==> src/rtl/control_filtropa20.sv <==
// ---------------------------------------------------------------------------
// control_filtropa20
//
// Purpose:
//   Sequencer for the 20 Hz high-pass filter datapath (filtropa20). For every
//   accepted sample strobe it runs one shift step followed by five
//   multiply-accumulate steps through the shared arithmetic unit:
//     f(k) = c0*f(k-1) + c1*f(k-2) + u(k)
//     y(k) = c2*f(k)   + c3*f(k-1) + c2*f(k-2)
//   and then pulses done for one cycle when YK holds the new y(k).
//
// Parameters:
//   MAC_WAIT  extra hold cycles per MAC step (0..15). The selects of a MAC
//             step are held for 1+MAC_WAIT cycles and its register enable
//             is raised on the last of those cycles only.
//
// Ports:
//   clk      in   1  system clock, rising edge
//   reset    in   1  asynchronous reset, active low
//   start    in   1  sample strobe, acted upon only in IDLE
//   clr_ovr  in   1  synchronous clear of the overrun flag
//   muxS     out  3  multiplicand select (0=Uk,1=fk,2=fk1,3=fk2,4=yk)
//   muxC     out  2  coefficient select (0=c0,1=c1,2=c2,3=c3)
//   muxZ     out  2  addend select (0=zero,1=yk,2=fk,3=Uk)
//   en1..en4 out  1  register enables for yk, fk, fk1, fk2
//   busy     out  1  high from SHIFT through Y3
//   done     out  1  one-cycle pulse, YK valid
//   ovr      out  1  sticky overrun flag (strobe seen while not idle)
// ---------------------------------------------------------------------------
module control_filtropa20 #(
    parameter int unsigned MAC_WAIT = 0
) (
    input  logic       clk,
    input  logic       reset,
    input  logic       start,
    input  logic       clr_ovr,
    output logic [2:0] muxS,
    output logic [1:0] muxC,
    output logic [1:0] muxZ,
    output logic       en1,
    output logic       en2,
    output logic       en3,
    output logic       en4,
    output logic       busy,
    output logic       done,
    output logic       ovr
);

    typedef enum logic [2:0] {
        IDLE,
        SHIFT,
        F1,
        F2,
        Y1,
        Y2,
        Y3,
        DONE
    } state_t;

    localparam logic [3:0] WAIT_CNT = 4'(MAC_WAIT);

    state_t     state_q, state_d;
    logic [3:0] cnt_q, cnt_d;
    logic       ovr_q, ovr_d;

    logic [2:0] muxS_q, muxS_d;
    logic [1:0] muxC_q, muxC_d;
    logic [1:0] muxZ_q, muxZ_d;
    logic       en1_q, en1_d;
    logic       en2_q, en2_d;
    logic       en3_q, en3_d;
    logic       en4_q, en4_d;
    logic       busy_q, busy_d;
    logic       done_q, done_d;

    logic       lastCycle;
    logic       macLast;

    // Next-state logic. A MAC step only leaves once its hold counter reaches
    // MAC_WAIT; the counter restarts from zero on entry to every MAC step.
    always_comb begin
        state_d   = state_q;
        cnt_d     = cnt_q;
        lastCycle = (cnt_q == WAIT_CNT);
        unique case (state_q)
            IDLE:  if (start) state_d = SHIFT;
            SHIFT: begin
                state_d = F1;
                cnt_d   = '0;
            end
            F1, F2, Y1, Y2, Y3: begin
                if (lastCycle) begin
                    cnt_d = '0;
                    unique case (state_q)
                        F1:      state_d = F2;
                        F2:      state_d = Y1;
                        Y1:      state_d = Y2;
                        Y2:      state_d = Y3;
                        default: state_d = DONE;
                    endcase
                end else begin
                    cnt_d = cnt_q + 4'd1;
                end
            end
            DONE:    state_d = IDLE;
            default: state_d = IDLE;
        endcase
    end

    // Overrun: a strobe outside IDLE is dropped but remembered. Setting has
    // priority over the clear so a simultaneous clear cannot hide an overrun.
    always_comb begin
        ovr_d = ovr_q;
        if (state_q != IDLE && start) begin
            ovr_d = 1'b1;
        end else if (clr_ovr) begin
            ovr_d = 1'b0;
        end
    end

    // Output decode from the upcoming state/counter, so the registered
    // outputs line up exactly with the state they describe.
    always_comb begin
        muxS_d  = 3'd0;
        muxC_d  = 2'd0;
        muxZ_d  = 2'd0;
        en1_d   = 1'b0;
        en2_d   = 1'b0;
        en3_d   = 1'b0;
        en4_d   = 1'b0;
        busy_d  = 1'b0;
        done_d  = 1'b0;
        macLast = (cnt_d == WAIT_CNT);
        unique case (state_d)
            SHIFT: begin
                en3_d  = 1'b1;
                en4_d  = 1'b1;
                busy_d = 1'b1;
            end
            F1: begin
                muxS_d = 3'd2; muxC_d = 2'd0; muxZ_d = 2'd3;
                en2_d  = macLast;
                busy_d = 1'b1;
            end
            F2: begin
                muxS_d = 3'd3; muxC_d = 2'd1; muxZ_d = 2'd2;
                en2_d  = macLast;
                busy_d = 1'b1;
            end
            Y1: begin
                muxS_d = 3'd1; muxC_d = 2'd2; muxZ_d = 2'd0;
                en1_d  = macLast;
                busy_d = 1'b1;
            end
            Y2: begin
                muxS_d = 3'd2; muxC_d = 2'd3; muxZ_d = 2'd1;
                en1_d  = macLast;
                busy_d = 1'b1;
            end
            Y3: begin
                muxS_d = 3'd3; muxC_d = 2'd2; muxZ_d = 2'd1;
                en1_d  = macLast;
                busy_d = 1'b1;
            end
            DONE:    done_d = 1'b1;
            default: ;
        endcase
    end

    // State, hold counter, overrun flag and all outputs are registered here.
    always_ff @(posedge clk or negedge reset) begin
        if (!reset) begin
            state_q <= IDLE;
            cnt_q   <= '0;
            ovr_q   <= 1'b0;
            muxS_q  <= '0;
            muxC_q  <= '0;
            muxZ_q  <= '0;
            en1_q   <= 1'b0;
            en2_q   <= 1'b0;
            en3_q   <= 1'b0;
            en4_q   <= 1'b0;
            busy_q  <= 1'b0;
            done_q  <= 1'b0;
        end else begin
            state_q <= state_d;
            cnt_q   <= cnt_d;
            ovr_q   <= ovr_d;
            muxS_q  <= muxS_d;
            muxC_q  <= muxC_d;
            muxZ_q  <= muxZ_d;
            en1_q   <= en1_d;
            en2_q   <= en2_d;
            en3_q   <= en3_d;
            en4_q   <= en4_d;
            busy_q  <= busy_d;
            done_q  <= done_d;
        end
    end

    assign muxS = muxS_q;
    assign muxC = muxC_q;
    assign muxZ = muxZ_q;
    assign en1  = en1_q;
    assign en2  = en2_q;
    assign en3  = en3_q;
    assign en4  = en4_q;
    assign busy = busy_q;
    assign done = done_q;
    assign ovr  = ovr_q;

endmodule
==> config.mk <==
export PLATFORM = sky130hd
export DESIGN_NAME = control_filtropa20
export DESIGN_NICKNAME = d
export VERILOG_FILES = /design/src/rtl/control_filtropa20.sv
export SDC_FILE = /design/constraint.sdc
export NUM_CORES = 1
export LEC_CHECK = 0
export BUFFER_PORTS_ARGS = -buffer_cell sky130_fd_sc_hd__buf_2
export CAP_MARGIN = 40
export CORE_UTILIZATION = 50
export DETAILED_ROUTE_END_ITERATION = 10
export HOLD_SLACK_MARGIN = 0.15
export PLACE_DENSITY = 0.72
export SYNTH_ARGS = -nofsm -noshare
export SYNTH_HDL_FRONTEND = slang
export SYNTH_SLANG_ARGS = --single-unit
==> constraint.sdc <==
create_clock -name clk -period 3 [get_ports clk]
set_input_delay 0.3 -clock clk [delete_from_list [all_inputs] [get_ports clk]]
set_output_delay 0.3 -clock clk [all_outputs]
set_load 0.01 [all_outputs]
==> results of run 1 <==
cell families (layout without fill, tap and decap cells):
family,Yosys count,in the layout,synth area share [%]
other,1,1,0.332
adders and majority gates,4,4,4.42
buffers and inverters,19,33,10.2
AOI/OAI and AO/OA,28,28,19.6
xor gates and xnor gates,1,1,0.774
DFF,19,19,42.0
and+or+nand+nor,39,39,21.7
muxes,1,1,0.996
area by class of cell:
cell class / instances / area (um^2)
tap: 27 / 33.8
timing repair buffer: 17 / 90.1
multi-input combinational: 74 / 541
fill: 185 / 830
sequential: 19 / 475
inverter: 12 / 45.0
clock buffer: 3 / 22.5
clock inverter: 1 / 5.00
power groups by stage:
stage	clock [mW]	sequential [mW]	combinational [mW]
floorplan	0	0.426	0.711
global placement	0	0.426	0.825
detailed placement	0	0.429	0.836
CTS	0.142	0.424	0.841
global route	0.152	0.437	0.932
finish	0.133	0.425	0.837
cell usage in the layout, fill, tap and decap left out, types with 2 or more instances in the layout:
master / netlist / routed
clkbuf_4: 0 / 3
dfrtp_1: 19 / 19
o21ai_0: 5 / 5
nor3_1: 3 / 3
nor2_1: 4 / 4
ha_1: 4 / 4
nand4bb_1: 2 / 2
nand2_1: 8 / 8
o211ai_1: 2 / 2
buf_2: 0 / 16
nand3_1: 4 / 4
a21oi_1: 5 / 5
nand3b_1: 2 / 2
inv_1: 11 / 11
nand2b_1: 3 / 3
registers in the layout, indices dropped and copies added (netlist names):
name     flops
cnt_q        4
ovr          1
en2          1
busy         1
state_q      3
muxC         2
muxS         2
done         1
muxZ         2
en1          1
en4          1
routing by layer:
metal  track usage, %  vias to the layer above  part of all wire, %
met5                0                        -                    0
met4             8.57                        0                  1.5
met3             4.01                        2                  3.2
met2             31.8                       14                   49
met1             24.1                      427                   46
li1                 -                      425                    -
path summary, 6_finish.rpt:
kind	depth (start not counted)	to	slack [ns]
max	8	busy	0.51
min	2	ovr	0.18
max reg2reg	8	busy	0.51
min reg2reg	2	ovr	0.55
max in group asynchronous	2	cnt_q[3]	2.27
min in group asynchronous	2	muxS[1]	0.44
worst register-to-register path: stages, from the launching register on:
cell and delay [ns]:
dfrtp_1 0.60, inv_1 0.11, ha_1 0.47, nand4bb_1 0.16, and3_1 0.20, a311oi_1 0.43
nor2_2 0.14, inv_1 0.14, a22oi_1 0.10
==> flow_metrics.tcl, run 1 <==
set metrics [dict create \
    power_frac_seq_pct 30.5 \
    startpoint_type "flip-flop" \
    diodes 0 \
    ys_types 51 \
    dieArea_um2 2460 \
    ys_seq_area_share_pct 42.0 \
    core_um2 2040 \
    drv_slew 0 \
    fin_ws_ns 0.513 \
    vias_per_cell 5.67 \
    synthTopCellsByArea "dfrtp_1 42%, ha_1 4.4%, inv_1 3.7%" \
    io_buffers 16 \
    synth_ff_type "dfrtp_1" \
    die_x_um 49.6 \
    timing.slew.headroom_pct 65.4 \
    fmax_ghz 0.402 \
    antenna_found_initial 0 \
    numCtsBuffers 3 \
    syn_nets 120 \
    maxCapViolCount 0 \
    startpoint "state_q[2]" \
    synth_edf_count 0 \
    status "finished clean" \
    tightest_slew_ns 0.516 \
    dp_slack_ns 0.579 \
    pwr-share-clk_pct 9.5 \
    clockBufferDepth 2 \
    holdWs_ns 0.183 \
    rsz0062_at_grt "false" \
    pwr-share-comb_pct 60.0 \
    stdcell_area_um2 1210 \
    arrival_ns 2.66 \
    path_delay_family "flip-flops" \
    cp-end-kind "flip-flop" \
    setup-tns-final_ns 0 \
    worst_skew_pair.late_latency_ns 0.31 \
    layoutNonFillerInstCount 153 \
    crit_buf_inv 2 \
    grt_overflow 0 \
    synth_top_area_share_pct 42.0 \
    worstPathCellList "inv_1 > ha_1 > nand4bb_1 > and3_1 > a311oi_1 > nor2_2 > inv_1 > a22oi_1" \
    powerDensity_nw_per_um2 1150 \
    setup_viol 0 \
    die_h_um 49.6 \
    cts.sinks 19 \
    start_util_pct 55.4 \
    peakVddDrop_mv 0.599 \
    synthArstFlopShare_pct 100 \
    dp_hpwl_mm 1.57 \
    p_leak_nw 0.579 \
    cts_hold_buf 1 \
    drc 0 \
    yosysTopAreaCell "dfrtp_1" \
    cp_slowest_cell "dfrtp_1" \
    switching_share_pct 46.7 \
    cts_root_buffer "clkbuf_4" \
    drt-total-wl_mm 2.05 \
    synth.most_common_cell "dfrtp_1" \
    p_total_mw 1.39 \
    cts_tree "yes" \
    layout-drive-gt1-share_pct 27.0 \
    fin_crit_ns 2.49 \
    synth_common_cells "19 x dfrtp_1, 11 x inv_1, 8 x nand2_1" \
    cp.required_ns 3.18 \
    synth_cells 112 \
    clk_pin_slew_ns 0.11 \
    synthToLayoutAreaGrowth_pct 7.19 \
    netlist_area_um2 1130 \
    cts_setup_buffers 0 \
    place_area_um2 1170 \
    cts_resized 0 \
    path_class "reg2reg" \
    grt_pass1_wl_mm 3.51 \
    place_inst 148 \
    power_switching_mw 0.651 \
    fin_util_pct 59.4 \
    track_usage_pct 19.3 \
    rows 16 \
    crit_fanout 13 \
    syn_avg_cell_area_um2 10.1 \
    grt_max_degree 20 \
    io_pins 18 \
    min_period_over_period_pct 82.9 \
    wl_per_cell_um 13.4 \
    worstHoldStart "clr_ovr" \
    r2r-start "state_q[2]" \
    yosys_warnings 0 \
    drt_iter0_drc 5 \
    critPathMaxStageDelay_ns 0.60 \
    htree_levels 1 \
    hold_path.class "in2reg" \
    gp_congestion 0.855 \
    first_pass_iters 3 \
    fin_nets 135 \
    synth_seq_cells 19 \
    intPower_mw 0.743 \
    skew_ns 0.00348 \
    ant_nets 0 \
    grt_pass1_vias 798 \
    hold_violations 0 \
    vias 868 \
    cpMostUsedCell "inv_1" \
]
No activity file was read; power rests on OpenSTA's default activity.
==> run 2, diff against run 1 <==
==> constraint.sdc (replaced) <==
create_clock -name clk -period 2.54 [get_ports clk]
set_input_delay 0.254 -clock clk [delete_from_list [all_inputs] [get_ports clk]]
set_output_delay 0.254 -clock clk [all_outputs]
set_load 0.01 [all_outputs]
==> flow_metrics.tcl, run 2 (same netlist as run 1, synthesis figures left out) <==
set metrics [dict create \
    startpoint_type "flip-flop" \
    io_pins 18 \
    hold_depth 3 \
    hold_path.class "in2reg" \
    io_buffers 16 \
    core_um2 2040 \
    start_util_pct 55.4 \
    maxCapViolCount 0 \
    cts_resized 0 \
    drt-total-wl_mm 2.21 \
    cp.required_ns 2.75 \
    fill_cells 181 \
    layout_commonest_cell "dfrtp_1" \
    drt_iter0_drc 7 \
    die_h_um 49.6 \
    worst_r2r_endpoint "busy" \
    worstHoldStart "start" \
    cp-end-kind "flip-flop" \
    htree_levels 1 \
    clockBufferDepth 2 \
    cts.sinks 19 \
    track_usage_pct 20.0 \
    rsz0062_at_grt "false" \
    clk_pin_slew_ns 0.10 \
    peakVddDrop_mv 0.876 \
    cts_tree "yes" \
    stdcell_area_um2 1240 \
    fmax_ghz 0.436 \
    drv_slew 0 \
    cts_root_buffer "clkbuf_4" \
    diodes 0 \
    numCtsBuffers 3 \
    dp_hpwl_mm 1.60 \
    first_pass_iters 4 \
    gp_congestion 0.916 \
    layout-drive-gt1-share_pct 27.9 \
    grt_overflow 0 \
    whs_endpoint "ovr" \
    grt_max_degree 20 \
    final_cell_mix "19 x dfrtp_1, 16 x buf_2, 11 x inv_1" \
    p_leak_nw 0.593 \
    die_x_um 49.6 \
    setup-tns-final_ns 0 \
    skew_ns 0.00238 \
    r2r-start "cnt_q[0]" \
    timing.slew.headroom_pct 62.7 \
    wl_per_cell_um 14.2 \
    setup_viol 0 \
    largest_reg_flops 4 \
    ant_nets 0 \
    arrival_ns 2.51 \
    antenna_found_initial 0 \
    status "finished clean" \
    crit_fanout 9 \
    rows 16 \
    top_regs "cnt_q: 4 flops, state_q: 3 flops" \
    r2r_setup_slack_ns 0.25 \
    tightest_slew_ns 0.556 \
    grt_pass1_vias 816 \
    fin_crit_ns 2.29 \
    dieArea_um2 2460 \
    grt_pass1_wl_mm 3.64 \
    drc 0 \
    fin_nets 138 \
    regMostFlops "cnt_q" \
    powerDensity_nw_per_um2 1360 \
    place_area_um2 1190 \
    vias 873 \
    worstRegToRegCells 7 \
    path_class "reg2reg" \
    worst_skew_pair.late_latency_ns 0.29 \
    hold_violations 0 \
    synthToLayoutAreaGrowth_pct 9.40 \
    min_period_over_period_pct 90.3 \
    vias_per_cell 5.60 \
]
==> run 2: changes by cell type in the layout (fill, tap and decap cells not counted) <==
cell,before,now
buf_4,0,2
dlygate4sd3_1,1,2
==> run 2: repair_timing <==
action	in CTS	in global routing
endpoints found under the setup margin	0	0
buffers inserted	0	0
hold buffers	2	0
endpoints found under the hold margin	20	0
==> run 2: final cells by class <==
type / count / area [um^2] / share of cell area [%]
Timing Repair Buffer: 20 / 115 / 9.30
Multi-Input combinational cell: 74 / 541 / 43.7
Clock inverter: 1 / 5.00 / 0.404
Clock buffer: 3 / 22.5 / 1.82
Tap cell: 27 / 33.8 / 2.73
Sequential cell: 19 / 475 / 38.4
Inverter: 12 / 45.0 / 3.64
==> run 2: stage by stage <==
| step | hold WS (ns) | power, mW | cells | utilization, % | setup WS (ns) |
|---|---|---|---|---|---|
| 4_1_cts | 0.224 | 1.68 | 156 | 60.6 | 0.300 |
| 5_1_grt | 0.246 | 1.83 | 156 | 60.6 | 0.130 |
| 6_report | 0.230 | 1.69 | 156 | 60.6 | 0.247 |
| 3_3_place_gp | 0.201 | 1.50 | 150 | 58.3 | 0.368 |
| 3_5_place_dp | 0.201 | 1.53 | 150 | 58.3 | 0.344 |
| 2_1_floorplan | -0.0416 | 1.34 | 112 | - | 0.460 |
==> run 2: critical path: stages (launching register included) <==
cell and delay (ns):
dfrtp_1 0.45, inv_1 0.11, ha_1 0.16, nor3b_1 0.40, o211ai_1 0.21, a32oi_2 0.47
nor2_1 0.20, a22oi_1 0.21
==> run 2: report_power, final <==
group	leakage, nW	switching (mW)	internal (mW)
clock network	0.0177	0.0875	0.0587
logic	0.331	0.655	0.421
registers	0.244	0.0473	0.417
==> run 2: worst max path at each step <==
stage / start / to / slack, ns
after global routing: cnt_q[0] / busy / 0.13
after CTS: cnt_q[0] / busy / 0.30
after global placement: cnt_q[0] / en1 / 0.37
after floorplan: state_q[2] / busy / 0.46
after detailed placement: cnt_q[0] / busy / 0.34
final: cnt_q[0] / busy / 0.25
==> run 2: metal layers <==
layer  up-vias  GRT usage (%)  part of all wire [%]
li1        433              -                     -
met1       406           26.1                    46
met3         4           6.79                   5.2
met2        30           31.3                    48
met5         -              0                     0
met4         0           5.71                   1.2
